**src/rtl/br_fifo_shared_dynamic_push_credit_arb_sender.sv**
```systemverilog
// Credit-based push sender for the shared dynamic multi-FIFO: round-robin arbitration
// over per-FIFO source streams, credit tracking, and one registered push per cycle.

module br_fifo_shared_dynamic_push_credit_arb_sender_chk #(
    parameter int NumFifos   = 2,
    parameter int Width      = 1,
    parameter int MaxCredit  = 3,
    parameter int CountWidth = 2
) (
    input logic                               clk,
    input logic                               rst,
    input logic [NumFifos-1:0]                src_valid,
    input logic [NumFifos-1:0]                src_ready,
    input logic [NumFifos-1:0][Width-1:0]     src_data,
    input logic                               push_credit,
    input logic                               push_sender_in_reset,
    input logic                               push_receiver_in_reset,
    input logic                               issue,
    input logic [CountWidth-1:0]              credit_withhold,
    input logic [CountWidth-1:0]              credit_count
);

    logic                           armed_r;
    logic [NumFifos-1:0]            pend_r;
    logic [NumFifos-1:0][Width-1:0] data_r;
    logic [CountWidth-1:0]          withhold_r;

    // Capture previous-cycle handshake and quasi-static values for the integration checks.
    always_ff @(posedge clk or posedge rst) begin
        if (rst) begin
            armed_r    <= 1'b0;
            pend_r     <= {NumFifos{1'b0}};
            data_r     <= {(NumFifos * Width){1'b0}};
            withhold_r <= {CountWidth{1'b0}};
        end else begin
            armed_r    <= 1'b1;
            pend_r     <= src_valid & ~src_ready;
            data_r     <= src_data;
            withhold_r <= credit_withhold;
        end
    end

    // Integration rules the surrounding logic must honour.
    always @(posedge clk) begin
        if (!rst) begin
            assert (!(credit_count == CountWidth'(MaxCredit) && push_credit && !issue
                      && !push_receiver_in_reset))
                else $error("push credit overflow");
            assert (!(push_sender_in_reset && push_credit))
                else $error("push credit returned while sender in reset");
            assert (!armed_r || (credit_withhold == withhold_r)
                    || (credit_count == {CountWidth{1'b0}}))
                else $error("credit_withhold changed while credits held");
            for (int i = 0; i < NumFifos; i++) begin
                assert (!(pend_r[i] && src_valid[i]) || (src_data[i] == data_r[i]))
                    else $error("src_data unstable while waiting on source %0d", i);
            end
        end
    end

endmodule

module br_fifo_shared_dynamic_push_credit_arb_sender #(
    parameter  int NumFifos    = 2,
    parameter  int Width       = 1,
    parameter  int MaxCredit   = 3,
    localparam int FifoIdWidth = (NumFifos > 1) ? $clog2(NumFifos) : 1,
    localparam int CountWidth  = $clog2(MaxCredit + 1)
) (
    input  logic                           clk,
    input  logic                           rst,
    input  logic [NumFifos-1:0]            src_valid,
    output logic [NumFifos-1:0]            src_ready,
    input  logic [NumFifos-1:0][Width-1:0] src_data,
    output logic                           push_sender_in_reset,
    input  logic                           push_receiver_in_reset,
    input  logic                           push_credit,
    output logic                           push_valid,
    output logic [Width-1:0]               push_data,
    output logic [FifoIdWidth-1:0]         push_fifo_id,
    input  logic                           credit_stall,
    input  logic [CountWidth-1:0]          credit_withhold,
    output logic [CountWidth-1:0]          credit_count,
    output logic [CountWidth-1:0]          credit_available
);

    logic                   sender_in_reset_r;
    logic [CountWidth-1:0]  credit_count_r;
    logic [CountWidth-1:0]  credit_count_next_s;
    logic [CountWidth-1:0]  credit_available_s;
    logic [FifoIdWidth-1:0] ptr_r;
    logic [FifoIdWidth-1:0] cand_s;
    logic [FifoIdWidth-1:0] grant_idx_s;
    logic                   grant_found_s;
    logic                   can_issue_s;
    logic                   issue_s;
    logic [NumFifos-1:0]    src_ready_s;
    logic                   push_valid_r;
    logic [Width-1:0]       push_data_r;
    logic [FifoIdWidth-1:0] push_fifo_id_r;

    // Index arithmetic modulo NumFifos, valid for non-power-of-two source counts.
    function automatic logic [FifoIdWidth-1:0] wrap_idx(input logic [FifoIdWidth-1:0] base,
                                                         input logic [31:0] off);
        logic [31:0] sum;
        sum = 32'(base) + off;
        if (sum >= 32'(NumFifos)) begin
            sum = sum - 32'(NumFifos);
        end else begin
            sum = sum;
        end
        return sum[FifoIdWidth-1:0];
    endfunction

    // Sender-in-reset flag: set asynchronously, released by the first clock after reset.
    always_ff @(posedge clk or posedge rst) begin
        if (rst) begin
            sender_in_reset_r <= 1'b1;
        end else begin
            sender_in_reset_r <= 1'b0;
        end
    end

    // Credits not hidden by the withhold amount.
    always_comb begin
        credit_available_s = {CountWidth{1'b0}};
        if (credit_count_r > credit_withhold) begin
            credit_available_s = credit_count_r - credit_withhold;
        end else begin
            credit_available_s = {CountWidth{1'b0}};
        end
    end

    assign can_issue_s = (credit_available_s != {CountWidth{1'b0}}) && !credit_stall
                         && !push_receiver_in_reset && !sender_in_reset_r;

    // Round-robin search: first requester at or after the pointer.
    always_comb begin
        grant_found_s = 1'b0;
        grant_idx_s   = {FifoIdWidth{1'b0}};
        cand_s        = {FifoIdWidth{1'b0}};
        for (int k = 0; k < NumFifos; k++) begin
            cand_s = wrap_idx(ptr_r, 32'(k));
            if (!grant_found_s && src_valid[cand_s]) begin
                grant_found_s = 1'b1;
                grant_idx_s   = cand_s;
            end else begin
                grant_found_s = grant_found_s;
            end
        end
    end

    // Ready only for the winner, and only when a credit can be spent this cycle.
    always_comb begin
        src_ready_s = {NumFifos{1'b0}};
        if (grant_found_s && can_issue_s) begin
            src_ready_s[grant_idx_s] = 1'b1;
        end else begin
            src_ready_s = {NumFifos{1'b0}};
        end
    end

    assign issue_s = |(src_valid & src_ready_s);

    // Credit count next state; a return and a spend in the same cycle cancel.
    always_comb begin
        credit_count_next_s = credit_count_r;
        if (push_receiver_in_reset) begin
            credit_count_next_s = {CountWidth{1'b0}};
        end else if (push_credit && !issue_s) begin
            if (credit_count_r == CountWidth'(MaxCredit)) begin
                credit_count_next_s = credit_count_r;
            end else begin
                credit_count_next_s = credit_count_r + {{(CountWidth-1){1'b0}}, 1'b1};
            end
        end else if (!push_credit && issue_s) begin
            credit_count_next_s = credit_count_r - {{(CountWidth-1){1'b0}}, 1'b1};
        end else begin
            credit_count_next_s = credit_count_r;
        end
    end

    // Credit counter register.
    always_ff @(posedge clk or posedge rst) begin
        if (rst) begin
            credit_count_r <= {CountWidth{1'b0}};
        end else begin
            credit_count_r <= credit_count_next_s;
        end
    end

    // Round-robin pointer moves past the winner only when a push actually issues.
    always_ff @(posedge clk or posedge rst) begin
        if (rst) begin
            ptr_r <= {FifoIdWidth{1'b0}};
        end else if (issue_s) begin
            ptr_r <= wrap_idx(grant_idx_s, 32'd1);
        end else begin
            ptr_r <= ptr_r;
        end
    end

    // Registered push; data and id hold their last values between pushes.
    always_ff @(posedge clk or posedge rst) begin
        if (rst) begin
            push_valid_r   <= 1'b0;
            push_data_r    <= {Width{1'b0}};
            push_fifo_id_r <= {FifoIdWidth{1'b0}};
        end else if (issue_s) begin
            push_valid_r   <= 1'b1;
            push_data_r    <= src_data[grant_idx_s];
            push_fifo_id_r <= grant_idx_s;
        end else begin
            push_valid_r   <= 1'b0;
            push_data_r    <= push_data_r;
            push_fifo_id_r <= push_fifo_id_r;
        end
    end

    assign src_ready            = src_ready_s;
    assign push_sender_in_reset = sender_in_reset_r;
    assign push_valid           = push_valid_r;
    assign push_data            = push_data_r;
    assign push_fifo_id         = push_fifo_id_r;
    assign credit_count         = credit_count_r;
    assign credit_available     = credit_available_s;

    br_fifo_shared_dynamic_push_credit_arb_sender_chk #(
        .NumFifos   (NumFifos),
        .Width      (Width),
        .MaxCredit  (MaxCredit),
        .CountWidth (CountWidth)
    ) u_chk (
        .clk                    (clk),
        .rst                    (rst),
        .src_valid              (src_valid),
        .src_ready              (src_ready_s),
        .src_data               (src_data),
        .push_credit            (push_credit),
        .push_sender_in_reset   (sender_in_reset_r),
        .push_receiver_in_reset (push_receiver_in_reset),
        .issue                  (issue_s),
        .credit_withhold        (credit_withhold),
        .credit_count           (credit_count_r)
    );

endmodule

```
**config.mk**
```make
export PLATFORM = sky130hd
export DESIGN_NAME = br_fifo_shared_dynamic_push_credit_arb_sender
export DESIGN_NICKNAME = d
export VERILOG_FILES = /design/src/rtl/br_fifo_shared_dynamic_push_credit_arb_sender.sv
export SDC_FILE = /design/constraint.sdc
export NUM_CORES = 1
export LEC_CHECK = 0
export ABC_CLOCK_PERIOD_IN_PS = 4570
export CORE_AREA = 5 5 42 44
export DETAILED_ROUTE_END_ITERATION = 12
export DIE_AREA = 0 0 47 49
export GPL_TIMING_DRIVEN = 0
export PLACE_DENSITY = 0.67
export REMOVE_ABC_BUFFERS = 1
export SLEW_MARGIN = 25
export SYNTH_ARGS = -nofsm -noshare
export SYNTH_HDL_FRONTEND = slang
export SYNTH_HIERARCHICAL = 1
export SYNTH_SLANG_ARGS = --single-unit
```
**constraint.sdc**
```tcl
create_clock -name clk -period 4.57 [get_ports clk]
set_input_delay 1.371 -clock clk [delete_from_list [all_inputs] [get_ports clk]]
set_output_delay 1.371 -clock clk [all_outputs]
set_load 0.01 [all_outputs]
```
==> results.yml <==
grt:
  grt_use_total_pct: 10.9
  grt_max_degree: 9
  grt_pass1_vias: 404
  antenna_found_initial: 0
  grt_overflow: 0
  grt_pass1_wl_mm: 1.83
layout:
  nFillCells: 145
  final_cell_mix: "clkdlybuf4s50_1, dfrtp_1, inv_1, buf_4, o21ai_0"
  design_area_sq_um: 704
  layout_commonest_cell: "clkdlybuf4s50_1"
  layout-drive-gt1-share_pct: 28.2
  nNetsFinal: 86
  num_antenna_cells: 0
  syn_to_final_growth_pct: 65.6
  final_util_pct: 50.3
worst_setup_path:
  cp_num_cells: 10
  cpMostUsedCell: "buf_2"
  critPathTopFamily: "adder cells"
  critPathKind: "in2out"
  critPathSlowestCell: "fa_1"
  startpoint: "credit_withhold[0]"
  cp-endpoint: "src_ready[1]"
  worst_setup_path_end_kind: "primary output"
  max_stage_delay_ns: 0.51
  cp_max_fo: 2
  r2r_setup_slack_ns: 2.11
  r2r-end: "credit_count[1]"
  critPathLaunchType: "input pin"
  r2r_cells: 11
  cp.required_ns: 3.20
  cp.arrival_ns: 3.10
  worstReg2RegStart: "credit_count[0]"
  path_cells: "buf_2 -> ha_4 -> inv_2 -> fa_1 -> or2b_4 -> a211oi_4 -> buf_4 -> o211ai_1 -> inv_1 -> buf_2"
  crit_buf_inv: 5
clock_network:
  cts.hold.buffers_added: 0
  clockRootBuffer: "clkbuf_4"
  clock_latency_ns: 0.25
  ctsHtreeMaxLevel: 1
  clock_path_buffers: 2
  path_clk_slew_ns: 0.05
  cts_made_buffers: 3
  cts_tree: "yes"
  cts_sinks: 7
sta:
  hold_viol: 0
  slew_violations: 0
  rsz0062_at_grt: "no"
  period_share_pct: 97.9
  period_minus_slack_ns: 4.48
  final-setup-viol-count: 0
  holdWs_ns: 0.517
  fin_skew_ns: 0.00195
  max_freq_ghz: 0.223
run:
  max_cap_viol_count: 0
floorplan:
  num_io_pins: 21
  die_area_sq_um: 2300
  rows: 14
  core_area_sq_um: 1400
  start_util_pct: 30.4
  die_height_um: 49
  die_w_um: 47
power_and_ir_drop:
  p_leak_nw: 0.328
  ir_drop_v: 0.000172
  power-per-cell-area_nw_per_um2: 333
route:
  dr.first_iter.drc_count: 15
  drt_first_pass_iters: 4
  drt-total-wl_mm: 1.08
  avgViaCountPerCell: 4.53
  drc: 0
  ant_nets: 0
  vias: 394
  wl_per_cell_um: 12.4
placement:
  placed_area_sq_um: 634
  portBuffers: 20
  dp_hpwl_um: 796
  gp_congestion: 0.711
logic_synthesis:
  yosysSeqAreaShare_pct: 41.5
  syn_avg_cell_area_sq_um: 9.89
  netlist_area_sq_um: 425
  synth_cell_type_count: 23
  yosys_warnings: 6
  ys_ff_latch: 7
  syn_inst: 43
worst_hold_path:
  worstHoldPathType: "reg2reg"
run_status:
  status: "finished, final reports clean"
-- cell usage after synthesis --
| master | number | area (sq um) |
|---|---|---|
| and2_2 | 2 | 15.0 |
| dfstp_2 | 1 | 26.3 |
| a211oi_2 | 1 | 12.5 |
| o21bai_1 | 1 | 7.51 |
| nand3b_2 | 1 | 11.3 |
| dfrtp_1 | 6 | 150 |
| nor2b_1 | 2 | 12.5 |
| mux2i_1 | 1 | 10.0 |
| or4b_1 | 1 | 10.0 |
| a31oi_1 | 1 | 6.26 |
| o211ai_1 | 1 | 7.51 |
| buf_6 | 1 | 11.3 |
| nor2_1 | 3 | 11.3 |
| a21oi_1 | 2 | 10.0 |
| o21ai_0 | 4 | 20.0 |
| ha_1 | 2 | 25.0 |
| o41ai_1 | 1 | 8.76 |
| inv_1 | 7 | 26.3 |
| conb_1 | 1 | 3.75 |
| fa_1 | 1 | 20.0 |
| or2b_2 | 1 | 8.76 |
| o21a_1 | 1 | 7.51 |
| nand2_1 | 1 | 3.75 |
-- where the power goes --
part           internal (W)  leakage [nW]  switching, W
sequential        0.0000778        0.0851     0.0000116
combinational     0.0000535         0.228     0.0000357
clock             0.0000333        0.0150     0.0000228
-- cell type report --
class / count / area [sq um] / share of cell area (%)
sequential: 7 / 176 / 25.0
inverter: 7 / 26.3 / 3.73
tap: 16 / 20.0 / 2.84
multi-input combinational: 28 / 234 / 33.2
clock buffer: 4 / 26.3 / 3.73
timing repair buffer: 25 / 221 / 31.4
-- kinds of logic (layout without fill, tap and decap cells) --
| family | Yosys count | after routing | synth area share (%) |
|---|---|---|---|
| buffers and inverters | 8 | 36 | 8.82 |
| AOI/OAI and AO/OA | 12 | 12 | 18.8 |
| DFF | 7 | 7 | 41.5 |
| muxes | 1 | 1 | 2.35 |
| and+or+nand+nor | 11 | 11 | 17.1 |
| other | 1 | 1 | 0.882 |
| adders and majority gates | 3 | 3 | 10.6 |
-- worst reg2reg max path: stages (launching register included) --
cell      delay, ns
dfrtp_1        0.41
inv_1          0.11
ha_4           0.13
inv_2          0.03
fa_1           0.51
or2b_4         0.28
a211oi_4       0.25
buf_4          0.15
buf_4          0.10
buf_4          0.14
o21bai_1       0.11
a31oi_1        0.09
-- what timing repair did --
action / in CTS / in global routing
resized for setup: 14 / 3
buffers inserted: 5 / 0
pin swaps: 4 / 2
setup endpoints to repair: 3 / 2
-- metal layers --
metal / wire (um) / global-route usage, % / vias up
met5: 0 / 0 / -
met4: 5 / 5.53 / 0
li1: - / - / 197
met2: 565 / 16.5 / 13
met1: 436 / 13.6 / 182
met3: 70 / 2.95 / 2
-- stage by stage --
stage          TNS (ns)  worst slack, ns  std cells  power [W]
4_1_cts               0           0.0603         87   0.000236
2_1_floorplan         0           0.0817         42   0.000127
3_3_place_gp      -2.17            -1.12         78   0.000171
5_1_grt               0           0.0113         87   0.000254
6_report              0           0.0947         87   0.000235
3_5_place_dp      -2.28            -1.16         78   0.000173
-- registers in the layout, summed over array words and instances (netlist names) --
name / flops
push_sender_in_reset: 1
push_fifo_id: 1
credit_count: 2
ptr_r: 1
push_valid: 1
push_data: 1
-- worst min path at each step --
stage | from | to | cells after the start
floorplan | ptr_r | ptr_r | 1
global placement | ptr_r | ptr_r | 1
detailed placement | ptr_r | ptr_r | 1
CTS | ptr_r | ptr_r | 1
global route | ptr_r | ptr_r | 1
finish | ptr_r | ptr_r | 1
Power figures use the tool's default switching activity.
